**src/rtl/ppu_pkg.sv**
```systemverilog
// Shared types for the PPU VRAM bus sequencer: bus-cycle states and access owner.
package ppu_pkg;

    localparam int VRAM_ADDR_W = 14;

    typedef enum logic [1:0] {
        ST_IDLE,
        ST_ALE,
        ST_RD,
        ST_WR
    } vram_state_t;

    typedef enum logic {
        OWN_RND,
        OWN_CPU
    } vram_owner_t;

endpackage

```
**src/rtl/ppu_vram_arbiter.sv**
```systemverilog
// Arbitrates render fetch and CPU PPUDATA accesses onto the multiplexed VRAM bus.
// Grant in the ALE cycle, strobe the next cycle, valid/done the cycle after; requesters hold req until granted.
module ppu_vram_arbiter
    import ppu_pkg::*;
#(
    parameter int CPU_STARVE_LIMIT = 8
) (
    input  logic                   clk,
    input  logic                   reset,
    input  logic                   rnd_req,
    input  logic [VRAM_ADDR_W-1:0] rnd_addr,
    output logic                   rnd_grant,
    output logic                   rnd_valid,
    input  logic                   cpu_req,
    input  logic                   cpu_we,
    input  logic [VRAM_ADDR_W-1:0] cpu_addr,
    input  logic [7:0]             cpu_wdata,
    output logic                   cpu_grant,
    output logic                   cpu_done,
    output logic [7:0]             rd_data,
    input  logic [7:0]             vram_data_in,
    output logic                   ale,
    output logic [5:0]             ppu_address_out,
    output logic [7:0]             vram_data_address_out,
    output logic                   n_r,
    output logic                   n_w
);

    localparam int CNT_W = (CPU_STARVE_LIMIT < 1) ? 1 : $clog2(CPU_STARVE_LIMIT + 1);
    localparam logic [CNT_W-1:0] LIM = CNT_W'(CPU_STARVE_LIMIT);

    vram_state_t            r_state;
    vram_owner_t            r_owner;
    logic [VRAM_ADDR_W-1:0] r_addr;
    logic                   r_we;
    logic [7:0]             r_wdata;
    logic [CNT_W-1:0]       r_starve_cnt;
    logic                   r_rnd_valid;
    logic                   r_cpu_done;
    logic [7:0]             r_rd_data;

    logic w_arb;
    logic w_cpu_win;
    logic w_rnd_win;

    // Arbitration happens in IDLE and in the single RD/WR cycle, giving back-to-back accesses.
    assign w_arb     = (r_state == ST_IDLE) || (r_state == ST_RD) || (r_state == ST_WR);
    assign w_cpu_win = cpu_req && (!rnd_req || (r_starve_cnt == LIM));
    assign w_rnd_win = rnd_req && !w_cpu_win;

    assign rnd_grant = (r_state == ST_ALE) && (r_owner == OWN_RND);
    assign cpu_grant = (r_state == ST_ALE) && (r_owner == OWN_CPU);
    assign rnd_valid = r_rnd_valid;
    assign cpu_done  = r_cpu_done;
    assign rd_data   = r_rd_data;

    always_ff @(posedge clk or posedge reset) begin
        if (reset) begin
            r_state      <= ST_IDLE;
            r_owner      <= OWN_RND;
            r_addr       <= '0;
            r_we         <= 1'b0;
            r_wdata      <= 8'h00;
            r_starve_cnt <= '0;
            r_rnd_valid  <= 1'b0;
            r_cpu_done   <= 1'b0;
            r_rd_data    <= 8'h00;
        end else begin
            r_rnd_valid <= (r_state == ST_RD) && (r_owner == OWN_RND);
            r_cpu_done  <= ((r_state == ST_RD) || (r_state == ST_WR)) && (r_owner == OWN_CPU);
            if (r_state == ST_RD) begin
                r_rd_data <= vram_data_in;
            end

            if (r_state == ST_ALE) begin
                r_state <= r_we ? ST_WR : ST_RD;
            end else if (w_arb) begin
                if (w_cpu_win) begin
                    r_state <= ST_ALE;
                    r_owner <= OWN_CPU;
                    r_addr  <= cpu_addr;
                    r_we    <= cpu_we;
                    r_wdata <= cpu_wdata;
                end else if (w_rnd_win) begin
                    // Render fetches are reads regardless of anything else on the bus.
                    r_state <= ST_ALE;
                    r_owner <= OWN_RND;
                    r_addr  <= rnd_addr;
                    r_we    <= 1'b0;
                    r_wdata <= 8'h00;
                end else begin
                    r_state <= ST_IDLE;
                end
            end

            if (!cpu_req || cpu_grant) begin
                r_starve_cnt <= '0;
            end else if (r_starve_cnt != LIM) begin
                r_starve_cnt <= r_starve_cnt + 1'b1;
            end
        end
    end

    always_comb begin
        ale                   = 1'b0;
        n_r                   = 1'b1;
        n_w                   = 1'b1;
        ppu_address_out       = 6'h00;
        vram_data_address_out = 8'h00;
        case (r_state)
            ST_ALE: begin
                ale                   = 1'b1;
                ppu_address_out       = r_addr[13:8];
                vram_data_address_out = r_addr[7:0];
            end
            ST_RD: begin
                n_r             = 1'b0;
                ppu_address_out = r_addr[13:8];
            end
            ST_WR: begin
                n_w                   = 1'b0;
                ppu_address_out       = r_addr[13:8];
                vram_data_address_out = r_wdata;
            end
            default: begin
            end
        endcase
    end

endmodule

```
**config.mk**
```make
export PLATFORM = sky130hd
export DESIGN_NAME = ppu_vram_arbiter
export DESIGN_NICKNAME = d
export VERILOG_FILES = /design/src/rtl/ppu_pkg.sv /design/src/rtl/ppu_vram_arbiter.sv
export SDC_FILE = /design/constraint.sdc
export NUM_CORES = 1
export LEC_CHECK = 0
export ABC_AREA = 1
export BUFFER_PORTS_ARGS = -buffer_cell sky130_fd_sc_hd__buf_2
export CAP_MARGIN = 15
export CORE_ASPECT_RATIO = 1.25
export CORE_UTILIZATION = 48
export DETAILED_ROUTE_END_ITERATION = 7
export HOLD_SLACK_MARGIN = 0.05
export PLACE_DENSITY_LB_ADDON = 0.08
export SLEW_MARGIN = 25
export SYNTH_ARGS = -nofsm -noshare
export SYNTH_HDL_FRONTEND = slang
export SYNTH_SLANG_ARGS = --single-unit
```
**constraint.sdc**
```tcl
create_clock -name clk -period 2 [get_ports clk]
set_input_delay 0.1 -clock clk [delete_from_list [all_inputs] [get_ports clk]]
set_output_delay 0.1 -clock clk [all_outputs]
set_load 0.01 [all_outputs]
```
# [After elaboration in Yosys (flattened, before gate mapping)]
# Cells that the tools add are included.
[totals] register_bits=40 latch_bits=0 mem_bits_rw=0 mem_bits_ro=0 in_bits=49 output_inout_bits=29 elab_cells=56 n_memories=0
[classes] n_addsub=1 n_mul=0 n_div=0 magnitude_cmp=0 eq_ne=5 shifts=0 n_mux=19 n_bitwise=2 n_reduce_logical=20
[op_table] cell="14-bit 2-to-1 mux" count=2
[op_table] cell="8-bit 2-to-1 mux" count=2
[op_table] cell="8-bit case mux with 2 select lines" count=1
[op_table] cell="1-bit 2-to-1 mux" count=9
[op_table] cell="4-bit 2-to-1 mux" count=2
[op_table] cell="1-bit logical AND" count=6
[op_table] cell="6-bit 2-to-1 mux" count=1
[op_table] cell="2-bit nonzero test" count=3
[op_table] cell="1-bit logical OR" count=5
[op_table] cell="4-bit by 1-bit adder with 4-bit output, second input constant" count=1
[op_table] cell="2-bit equality test, second input constant" count=2
[op_table] cell="4-bit equality test, second input constant" count=1
[op_table] cell="2-bit 2-to-1 mux" count=2
[op_table] cell="4-bit inequality test, second input constant" count=1
[op_table] cell="1-bit logical NOT" count=3
[op_table] cell="3-bit AND reduction" count=1
[op_table] cell="3-bit OR reduction" count=1
[op_table] cell="2-bit by 1-bit equality test with 1-bit output, second input constant" count=1
[op_table] cell="2-bit logical NOT" count=1
[op_table] cell="1-bit NOT" count=2

# [Longest topological paths before layout]
# Gate-level depths: netlist (run 1).
[logic_depth] word_depth=9 mapped_depth=9 depth_no_buf=8

# [Least setup slack after synthesis (run 1)]
# No wires, ideal clock.
[synth_timing] path_kind="register -> register" startpoint="register r_starve_cnt[0]" endpoint="register r_addr[0]" setup_ns=0.118 arrival_time_ns=1.254 required_ns=1.882 setup_slack_ns=0.629 path_stages_with_launch=10 n_path_buf=1 period_less_slack_ns=1.371 path_cell_list="dfrtp_1 -> inv_1 -> ha_1 -> nand3_2 -> nand2_2 -> nand2_2 -> buf_2 -> nand2_1 -> nand3_1 -> nand2_1"
[synth_between] elab_chain_cells=7 elab_cells_between_ends=8 classes_between="eq/ne (1); mux (1); reduce/logical (6)"
[synth_rtl] element="start: declaration" line_no="ppu_vram_arbiter.sv:37" rtl="logic [CNT_W-1:0] r_starve_cnt;"
[synth_rtl] element="start signal: assignment" line_no="ppu_vram_arbiter.sv:99" rtl="r_starve_cnt <= r_starve_cnt + 1'b1;"
[synth_rtl] element="4-bit equality test (*)" line_no="ppu_vram_arbiter.sv:48" rtl="assign w_cpu_win = cpu_req && (!rnd_req || (r_starve_cnt == LIM));"
[synth_rtl] element="1-bit logical OR (*)" line_no="ppu_vram_arbiter.sv:48"
[synth_rtl] element="1-bit logical AND (*)" line_no="ppu_vram_arbiter.sv:48"
[synth_rtl] element="1-bit logical NOT" line_no="ppu_vram_arbiter.sv:49" rtl="assign w_rnd_win = rnd_req && !w_cpu_win;"
[synth_rtl] element="1-bit logical AND" line_no="ppu_vram_arbiter.sv:49"
[synth_rtl] element="2-bit nonzero test (no line)"
[synth_rtl] element="3-bit AND reduction (no line)"
[synth_rtl] element="end signal: assignment" line_no="ppu_vram_arbiter.sv:81" rtl="r_addr <= cpu_addr;"
[synth_rtl] element="end signal: assignment" line_no="ppu_vram_arbiter.sv:88" rtl="r_addr <= rnd_addr;"
[synth_rtl] element="end: declaration" line_no="ppu_vram_arbiter.sv:34" rtl="logic [VRAM_ADDR_W-1:0] r_addr;"
# Mark *: on every way between the ends. The rest lies on a longest branch, timed or not.
# A chain may end at the register's enable or synchronous reset.

# [Final worst setup path (run 1)]
[layout_timing] startpoint="register r_starve_cnt[0]" endpoint="register r_wdata[3]"
[layout_between] elab_chain_cells=7 elab_cells_between_ends=8 classes_between="eq/ne (1); mux (1); reduce/logical (6)"
[layout_rtl] element="4-bit equality test (*)" line_no="ppu_vram_arbiter.sv:48"
[layout_rtl] element="1-bit logical OR (*)" line_no="ppu_vram_arbiter.sv:48"
[layout_rtl] element="1-bit logical AND (*)" line_no="ppu_vram_arbiter.sv:48"
[layout_rtl] element="1-bit logical NOT" line_no="ppu_vram_arbiter.sv:49"
[layout_rtl] element="1-bit logical AND" line_no="ppu_vram_arbiter.sv:49"
[layout_rtl] element="2-bit nonzero test (no line)"
[layout_rtl] element="3-bit AND reduction (no line)"
[layout_rtl] element="end signal: assignment" line_no="ppu_vram_arbiter.sv:83" rtl="r_wdata <= cpu_wdata;"
[layout_rtl] element="end: declaration" line_no="ppu_vram_arbiter.sv:36" rtl="logic [7:0] r_wdata;"
# Marks and branches as above.

==> reports/results.ini, run 1 <==
[routing]
drc=0
ant_nets=0
routed-wl-met3_um=181
wl_met2_um=2290
drt_iter0_drc=40
wl_met1_um=1800
dr.pass1.iters=4
avgViaCountPerCell=4.59
post_drt_wl_per_cell_um=10.5
topRoutingLayerUsed=met4
routed_wirelength_um=4350
num_vias=1910

[layout]
area_delta_synth_final_pct=36.3
final_nets=410
regArea_sq_um=1000
drive_above_1_share=0.300
final_common_cell=nand2_1
multiInputGateArea_sq_um=796
final_cell_mix=nand2_1, buf_2, inv_1, dfrtp_1, nand3_1
fillCellCount=356
antennaDiodeCount=0

[clock_tree]
post_cts_resized=0
post-cts-setup-buffers=0
cts-htree-levels=2
cts_tree=built
clkTransAtPathRegs_ns=0.08
cts_buffer_depth=2
cts-buffers-inserted=5
root_buffer=clkbuf_8
clk_latency_ns=0.29
ctsHoldBuffers=18
clock_sink_count=40

[outcome]
status=finished, final reports clean

[synth]
synth_top_family_by_area=simple AND/OR/NAND/NOR gates
synthDistinctLibCells=22
syn_avg_cell_area_sq_um=7.69
ys_seq_area_frac=0.497
ys_ff_latch=40
synth_mux_area_frac=0.0447
yosysWarningCount=0
yosys.area_share.xor_xnor=0.00435
netlist_area_sq_um=2020
synth-simple-area-share=0.313
syn_inst=262
synth-adder-area-share=0.0124
syn_nets=313
synth-compound-area-share=0.0205

[sta]
fin_setup_tns_ns=0
skew_ns=0.00667
fin_crit_ns=1.65
setup_viol=0
holdWs_ns=0.103
slew_viol_final=0
fmax_mhz=605
rsz0062_at_grt=no
hold_viol=0
period_share=0.827
maxSlewHeadroom=0.549
tightest_slew_ns=0.675
worst_slack_ns=0.347

[critical_path]
start_kind=flip-flop
ff2ff_path_depth=8
cp_max_fo=16
reg2reg_setup_slack_ns=0.35
critPathKind=reg2reg
crit_slowest_cell=dfrtp_1
reg2reg_from=r_starve_cnt[0]
slowest_delay_ns=0.41
crit_start=r_starve_cnt[0]
reg2reg_to=r_wdata[3]
cp_data_arrival_time_ns=1.88
endpoint_kind=flip-flop
crit_chain=inv_1 -> ha_1 -> nand3_2 -> nand2_2 -> nand2_2 -> nor2_2 -> nand2_1 -> nand2_1
cp_data_required_time_ns=2.22
crit_end=r_wdata[3]

[die]
num_rows=26
initial_core_util=0.496
die_h_um=74.5
io-pin-count=78
fp.coreArea_sq_um=4070
dieWidth_um=60.0
fp.dieArea_sq_um=4460

[grt]
grt.total_usage=0.219
grt_pass1_vias=1764
gr-total-overflow=0
grt_pass1_wl_um=7260
antenna_found_initial=0
grt_start_max_net_pins=34

[placed_design]
hpwlAfterDp_um=2990
pre_cts_slack_ns=0.356
io_buffer_count=77
place_congestion=0.769

[flow_run]
maxCapViolations=0

[power]
power_density_nw_per_um2=1240
p_leak_nw=1.63
ir_drop_uv=523

[min_path]
hp-class=in2reg

final cells by class:
class                           instances  area share
Clock buffer                            5      0.0251
Clock inverter                          3      0.0155
Inverter                               44      0.0601
Multi-Input combinational cell        168       0.290
Sequential cell                        40       0.364
Tap cell                               56      0.0255
Timing Repair Buffer                  100       0.220
worst min path at each step:
| stage | start | to | slack [ns] | cells after the start |
|---|---|---|---|---|
| 2_1_floorplan | cpu_wdata[0] | r_wdata[0] | 0.21 | 2 |
| 3_3_place_gp | reset | cpu_done | 0.06 | 2 |
| 3_5_place_dp | reset | cpu_done | 0.06 | 2 |
| 4_1_cts | rnd_addr[3] | r_addr[3] | 0.10 | 5 |
| 5_1_grt | rnd_addr[13] | r_addr[13] | 0.12 | 5 |
| 6_report | rnd_addr[13] | r_addr[13] | 0.10 | 5 |
through the flow:
stage | std cells | util | power, mW | cell area (sq um)
4_1_cts | 416 | 0.675 | 3.44 | 2750
3_3_place_gp | 390 | 0.604 | 2.73 | 2450
6_report | 416 | 0.675 | 3.41 | 2750
3_5_place_dp | 390 | 0.604 | 2.76 | 2450
5_1_grt | 416 | 0.675 | 3.72 | 2750
2_1_floorplan | 262 | - | 2.25 | 2020
where the power goes:
part / switching [mW] / internal, mW / leakage (nW)
combinational: 0.845 / 0.608 / 1.08
sequential: 0.171 / 1.13 / 0.501
clock: 0.280 / 0.369 / 0.0541
registers in the layout, summed over array words and instances (netlist names):
signal,count
rnd_valid,1
r_owner,1
r_wdata,8
rd_data,8
r_state,2
r_starve_cnt,4
r_addr,14
cpu_done,1
r_we,1
cells by family after synthesis:
| family | Yosys count |
|---|---|
| xor gates and xnor gates | 1 |
| muxes | 8 |
| and+or+nand+nor | 151 |
| adders and majority gates | 2 |
| buffers and inverters | 54 |
| AOI/OAI and AO/OA | 6 |
| DFF | 40 |
cell usage after synthesis:
library cell / number / area, sq um
o21ai_0: 1 / 5.00
inv_2: 4 / 15.0
nor2_1: 12 / 45.0
buf_6: 1 / 11.3
mux2_2: 8 / 90.1
nor3_1: 1 / 5.00
o21ai_4: 1 / 16.3
o21ai_1: 1 / 5.00
a21oi_1: 3 / 15.0
buf_2: 4 / 20.0
nand3_1: 37 / 185
clkbuf_1: 4 / 15.0
nand2_1: 96 / 360
inv_1: 40 / 150
xnor2_1: 1 / 8.76
nor2_2: 1 / 6.26
nand3_2: 1 / 10.0
dfrtp_1: 40 / 1000
ha_1: 2 / 25.0
or2_2: 1 / 6.26
nand2_2: 2 / 12.5
buf_4: 1 / 7.51
routing by layer:
layer / vias to the layer above / GRT usage
met1: 855 / 0.244
met3: 8 / 0.0435
met5: - / 0
li1: 984 / -
met4: 0 / 0.0827
met2: 63 / 0.404
critical path: cells and delay by family, from the launching register on:
kind	cells	cell delay, ns
buf+inv	1	0.09
simple gates	6	0.92
fa+ha+maj	1	0.16
flops	1	0.41
Power figures use the tool's default switching activity.
==> run 2, diff against run 1 <==
==> constraint.sdc (replaced) <==
create_clock -name clk -period 1.59 [get_ports clk]
set_input_delay 0.0795 -clock clk [delete_from_list [all_inputs] [get_ports clk]]
set_output_delay 0.0795 -clock clk [all_outputs]
set_load 0.01 [all_outputs]
==> reports/results.ini, run 2 (synthesized netlist as in run 1, its figures left out) <==
[sta]
setup_viol=0  ; unchanged
fin_setup_tns_ns=0  ; unchanged
holdWs_ns=0.0788  ; -0.0238 ns
fmax_mhz=695
maxSlewHeadroom=0.681  ; +0.132
tightest_slew_ns=0.474  ; -0.201 ns
hold_viol=0  ; unchanged
fin_crit_ns=1.44
skew_ns=0.00824  ; +0.00157 ns
slew_viol_final=0  ; unchanged
rsz0062_at_grt=no
period_share=0.905

[grt]
grt_pass1_wl_um=7220  ; -0.47%
met1_usage=0.237  ; -0.00748
antenna_found_initial=0  ; unchanged
use_met3=0.0539  ; +0.0104
gr-total-overflow=0  ; unchanged
grt_use_met2=0.402  ; -0.00123
busiest_layer=met2
grt.total_usage=0.217  ; -0.00242
grt_start_max_net_pins=41  ; +21%
grt_pass1_vias=1722  ; -2.4%

[critical_path]
crit_family=flip-flops
crit_chain=buf_4 -> nor2_2 -> nor2_1 -> buf_2
ff2ff_path_depth=9  ; +1
crit_slowest_cell=dfrtp_1
cp_data_required_time_ns=1.51  ; -0.71 ns
cp_data_arrival_time_ns=1.36  ; -0.52 ns
slowest_delay_ns=0.41  ; about the same
critPathKind=reg2out
start_kind=flip-flop
reg2reg_setup_slack_ns=0.15  ; -0.20 ns
crit_buf_inv=2  ; +1
reg2reg_to=r_addr[13]
reg2reg_from=r_starve_cnt[0]
cp_max_fo=11  ; -5
endpoint_kind=output port

[layout]
final_area_sq_um=2770  ; +0.82%
final_common_cell=nand2_1
largest_reg_flops=14  ; unchanged
largest-register=r_addr
utilization=0.681  ; +0.00554
antennaDiodeCount=0  ; unchanged
final_cell_mix=nand2_1, buf_2, inv_1, dfrtp_1, nand3_1
final_nets=412  ; +0.49%
drive_above_1_share=0.307  ; +0.00663
area_delta_synth_final_pct=37.4
fillCellCount=376  ; +5.6%

[die]
fp.dieArea_sq_um=4460  ; unchanged
fp.coreArea_sq_um=4070  ; unchanged
dieWidth_um=60.0  ; unchanged
io-pin-count=78  ; unchanged
die_h_um=74.5  ; unchanged
num_rows=26  ; unchanged
initial_core_util=0.496  ; unchanged

[min_path]
hp-class=in2reg
hp-start=rnd_addr[5]
hold_path_depth=5  ; unchanged
min_to=r_addr[5]

[clock_tree]
cts_buffer_depth=2  ; unchanged
clock_sink_count=40  ; unchanged
cts_tree=built
clk_latency_ns=0.29  ; about the same
clkTransAtPathRegs_ns=0.08  ; about the same
cts-htree-levels=2  ; unchanged
cts-buffers-inserted=5  ; unchanged
root_buffer=clkbuf_8

[routing]
num_vias=1904  ; -0.31%
dr.pass1.iters=4  ; unchanged
post_drt_wl_per_cell_um=10.4  ; about the same
ant_nets=0  ; unchanged
avgViaCountPerCell=4.56  ; -0.79%
drt_iter0_drc=82  ; +110%
routed_wirelength_um=4370  ; +0.41%
drc=0  ; unchanged

[power]
ir_drop_uv=595  ; +14%
p_comb_frac=0.431  ; +0.005
power_density_nw_per_um2=1560  ; +26%
swShare=0.381  ; +0.000515
p_int_mw=2.67  ; +27%
p_sw_mw=1.65  ; +27%
p_leak_nw=1.64  ; +0.60%
clock_power_share=0.190  ; about the same
pwr-share-seq=0.379  ; -0.004

[placed_design]
hpwlAfterDp_um=2950  ; -1.2%
io_buffer_count=77  ; unchanged
place_area_sq_um=2470  ; +0.61%
place_congestion=0.796  ; +3.6%

[flow_run]
maxCapViolations=0  ; unchanged

[outcome]
status=finished, final reports clean

run 2: cell types whose count changed in the layout (fill, tap and decap cells not counted):
| cell | before | now |
|---|---|---|
| buf_4 | 5 | 7 |
| nor2_1 | 12 | 11 |
| nor2_4 | 0 | 1 |
run 2: repair_timing:
item                       in CTS  in global routing
resized for setup               0                  2
hold buffers                   18                  0
buffers inserted                0                  0
hold endpoints to repair       57                  0
setup endpoints to repair       0                  8
run 2: layout make-up:
class                           instances  area (sq um)  share of cell area
Sequential cell                        40          1000               0.361
Multi-Input combinational cell        168           803               0.290
Timing Repair Buffer                  102           618               0.223
Inverter                               44           165              0.0596
Tap cell                               56          70.1              0.0253
Clock buffer                            5          68.8              0.0249
Clock inverter                          3          42.5              0.0154
run 2: how the worst max path moves through the flow:
stage	from	end	slack (ns)	cells after the start
2_1_floorplan	r_starve_cnt[0]	r_addr[0]	0.22	9
3_3_place_gp	r_starve_cnt[0]	r_wdata[5]	0.20	8
3_5_place_dp	r_starve_cnt[0]	r_wdata[1]	0.13	8
4_1_cts	r_state[1]	ppu_address_out[0]	0.009	4
5_1_grt	r_starve_cnt[0]	r_addr[2]	0.01	9
6_report	r_state[1]	ppu_address_out[0]	0.15	4
run 2: power groups by stage:
stage | logic (mW) | registers [mW] | clock network [mW]
floorplan | 1.15 | 1.69 | 0
global placement | 1.81 | 1.64 | 0
detailed placement | 1.84 | 1.65 | 0
CTS | 1.88 | 1.64 | 0.844
global route | 2.14 | 1.70 | 0.890
finish | 1.86 | 1.64 | 0.819
run 2: worst register-to-register path, stage by stage, from the launching register on:
cell     delay (ns)
dfrtp_1        0.39
inv_1          0.08
ha_1           0.20
nand3_2        0.10
nand2_2        0.06
nand2_2        0.08
buf_4          0.21
nand2_1        0.07
nand3_1        0.06
nand2_1        0.05
run 2: through the flow:
stage	total power [mW]	setup WS (ns)	cells
floorplan	2.84	0.219	262
CTS	4.36	0.00905	418
detailed placement	3.49	0.131	392
global placement	3.46	0.204	392
finish	4.32	0.151	418
global route	4.73	0.00991	418
run 2: layer usage:
metal	vias up	share of wire	routed length (um)
met5	-	0	0
met4	0	0.020	89
met3	11	0.051	221
met2	72	0.53	2330
met1	831	0.40	1730
li1	990	-	-
==> run 3, diff against run 2 <==
--- a/config.mk
+++ b/config.mk
@@ -5,11 +5,11 @@
 export SDC_FILE = /design/constraint.sdc
 export NUM_CORES = 1
 export LEC_CHECK = 0
-export ABC_AREA = 1
 export BUFFER_PORTS_ARGS = -buffer_cell sky130_fd_sc_hd__buf_2
 export CAP_MARGIN = 15
 export CORE_ASPECT_RATIO = 1.25
-export CORE_UTILIZATION = 48
+export CORE_MARGIN = 2
+export CORE_UTILIZATION = 49
 export DETAILED_ROUTE_END_ITERATION = 7
 export HOLD_SLACK_MARGIN = 0.05
 export PLACE_DENSITY_LB_ADDON = 0.08
==> reports/results.ini, run 3 <==
[power]
power_density_nw_per_um2=1610  ; +3.5%
total_power_mw=4.71  ; +9.0%
p_leak_nw=1.44  ; -12%
ir_drop_uv=983  ; +65%

[layout]
regArea_sq_um=1000  ; unchanged
final_nets=355  ; -14%
largest_reg_flops=14  ; unchanged
fillCellCount=339  ; -9.8%
antennaDiodeCount=0  ; unchanged
area_delta_synth_final_pct=40.5
utilization=0.717  ; +0.0363
final_common_cell=buf_2
multiInputGateArea_sq_um=906  ; +13%
largest-register=r_addr
drive_above_1_share=0.387  ; +0.0803
final_cell_mix=buf_2, dfrtp_1, dlygate4sd3_1

[grt]
grt.total_usage=0.224  ; +0.00697
gr-total-overflow=0  ; unchanged
grt_start_max_net_pins=41  ; unchanged
grt_pass1_vias=1839  ; +6.8%
antenna_found_initial=0  ; unchanged
grt_pass1_wl_um=8400  ; +16%

[synth]
syn_avg_cell_area_sq_um=10.5  ; +36%
synth_top_family_by_area=simple AND/OR/NAND/NOR gates
ys_ff_latch=40  ; unchanged
synth_mux_area_frac=0.0916  ; +0.0469
synth-simple-area-share=0.187  ; -0.125
synth_ff_type=dfrtp_1
netlist_area_sq_um=2080  ; +3.0%
yosys.area.top_type=dfrtp_1
yosys.area_share.xor_xnor=0.00844  ; +0.00409
synth_top_cell_area_share=0.482  ; -0.0144
async_reset_ff_frac=1.00  ; unchanged
synth.most_common_cell=dfrtp_1
synth_edf_count=0  ; unchanged
synth-adder-area-share=0.0121  ; -0.000359
synthTopCellsByCount=dfrtp_1, nand3_1, inv_1, nand4_1, nor2_1
ys_seq_area_frac=0.482  ; -0.0144
syn_inst=198  ; -24%
yosysWarningCount=0  ; unchanged
synthDistinctLibCells=27  ; +23%
yosys-top-cells-area=dfrtp_1, o221ai_2, nand3_1
synth-compound-area-share=0.137  ; +0.116
syn_nets=249  ; -20%

[routing]
drt_iter0_drc=64  ; -22%
drc=0  ; unchanged
post_drt_wl_per_cell_um=13.9  ; +33%
num_vias=1838  ; -3.5%
routed_wirelength_um=5020  ; +15%
avgViaCountPerCell=5.09  ; +12%
ant_nets=0  ; unchanged
dr.pass1.iters=4  ; unchanged

[sta]
slew_viol_final=0  ; unchanged
holdWs_ns=0.0560  ; -0.0228 ns
fin_setup_tns_ns=0  ; unchanged
tightest_slew_ns=0.505  ; +0.0307 ns
period_share=0.913  ; +0.00771
skew_ns=0.00969  ; +0.00145 ns
maxSlewHeadroom=0.664  ; -0.0171
fmax_mhz=689  ; -0.84%
fin_crit_ns=1.45  ; +0.0123 ns
worst_slack_ns=0.139  ; -0.0123 ns
rsz0062_at_grt=no
hold_viol=0  ; unchanged
setup_viol=0  ; unchanged

[die]
fp.dieArea_sq_um=4780  ; +7.0%
fp.coreArea_sq_um=4070  ; unchanged
initial_core_util=0.510  ; +0.0148
num_rows=26  ; unchanged
dieWidth_um=62.2  ; +3.8%
io-pin-count=78  ; unchanged
die_h_um=76.8  ; +3.1%

[min_path]
min_to=r_addr[12]
hold_path_depth=3  ; -2
hp-start=rnd_addr[12]
hp-class=in2reg

[critical_path]
start_kind=flip-flop
cp_data_required_time_ns=1.80  ; +0.29 ns
endpoint_kind=flip-flop
ff2ff_path_depth=6  ; -3
reg2reg_to=r_addr[12]
cp_max_fo=24  ; +13
critPathKind=reg2reg
reg2reg_setup_slack_ns=0.14  ; about the same
reg2reg_from=r_starve_cnt[0]
cp_data_arrival_time_ns=1.67  ; +0.31 ns

[flow_run]
maxCapViolations=0  ; unchanged

[clock_tree]
clk_latency_ns=0.30  ; about the same
clkTransAtPathRegs_ns=0.08  ; about the same
cts-buffers-inserted=5  ; unchanged
post-cts-setup-buffers=0  ; unchanged
cts_tree=built
root_buffer=clkbuf_8
cts_buffer_depth=2  ; unchanged
cts-htree-levels=2  ; unchanged
clock_sink_count=40  ; unchanged

[placed_design]
hpwlAfterDp_um=3340  ; +13%
place_congestion=0.765  ; -3.9%
io_buffer_count=77  ; unchanged
pre_cts_slack_ns=0.154  ; +0.0232 ns

[outcome]
status=finished, final reports clean

run 3: changes by cell type in the layout (fill, tap and decap cells not counted), sizes merged, moves of 3 or more:
cell         change
dlygate4sd3      +7
nor2b            +8
inv             -24
nand3           -14
buf              +7
o221ai          +14
nand2           -93
nand2b           +3
nand4           +14
o2bb2ai          +9
mux2i           +10
run 3: cell type report:
type | count | area share
Sequential cell | 40 | 0.343
Multi-Input combinational cell | 121 | 0.311
Timing Repair Buffer | 116 | 0.258
Inverter | 20 | 0.0257
Tap cell | 56 | 0.0240
Clock buffer | 5 | 0.0236
Clock inverter | 3 | 0.0146
run 3: critical path, stage by stage (launching register included):
cell,delay [ns]
dfrtp_1,0.42
inv_1,0.07
ha_1,0.18
nand3b_1,0.11
a21bo_1,0.23
buf_12,0.17
o221ai_1,0.17
run 3: per-stage QoR:
step,cell area (sq um),cells
floorplan,2080,198
detailed placement,2550,328
CTS,2920,361
finish,2920,361
global placement,2550,328
global route,2920,361
run 3: cells by family (layout without fill, tap and decap cells):
kind of cell               after synthesis  after routing
AOI/OAI and AO/OA                       26             26
xor gates and xnor gates                 2              2
adders and majority gates                2              2
buffers and inverters                   37            144
DFF                                     40             40
muxes                                   18             18
and+or+nand+nor                         73             73
run 3: worst max-delay path by stage:
stage / from / to / slack (ns) / cells after the start
floorplan: r_starve_cnt[0] / r_addr[0] / 0.08 / 6
finish: r_starve_cnt[0] / r_addr[12] / 0.14 / 6
detailed placement: r_starve_cnt[0] / r_addr[12] / 0.15 / 6
global placement: r_starve_cnt[0] / r_addr[12] / 0.20 / 6
CTS: r_starve_cnt[0] / r_addr[12] / 0.13 / 6
global route: r_state[0] / n_r / 0.03 / 2
run 3: repair_timing:
item / 4_1_cts / 5_1_grt
endpoints found under the hold margin: 64 / 0
hold buffers: 25 / 0
resized for setup: 0 / 0
run 3: power by group:
| group | total [mW] | switching [mW] | internal, mW |
|---|---|---|---|
| Sequential | 1.63 | 0.213 | 1.41 |
| Clock | 0.834 | 0.369 | 0.464 |
| Combinational | 2.25 | 1.20 | 1.05 |
run 3: layer usage:
metal,vias to the layer above,track usage,wire length (um)
met4,0,0.0844,61
met1,863,0.283,2230
met5,-,0,0
met3,5,0.0543,257
li1,913,-,-
met2,57,0.372,2470
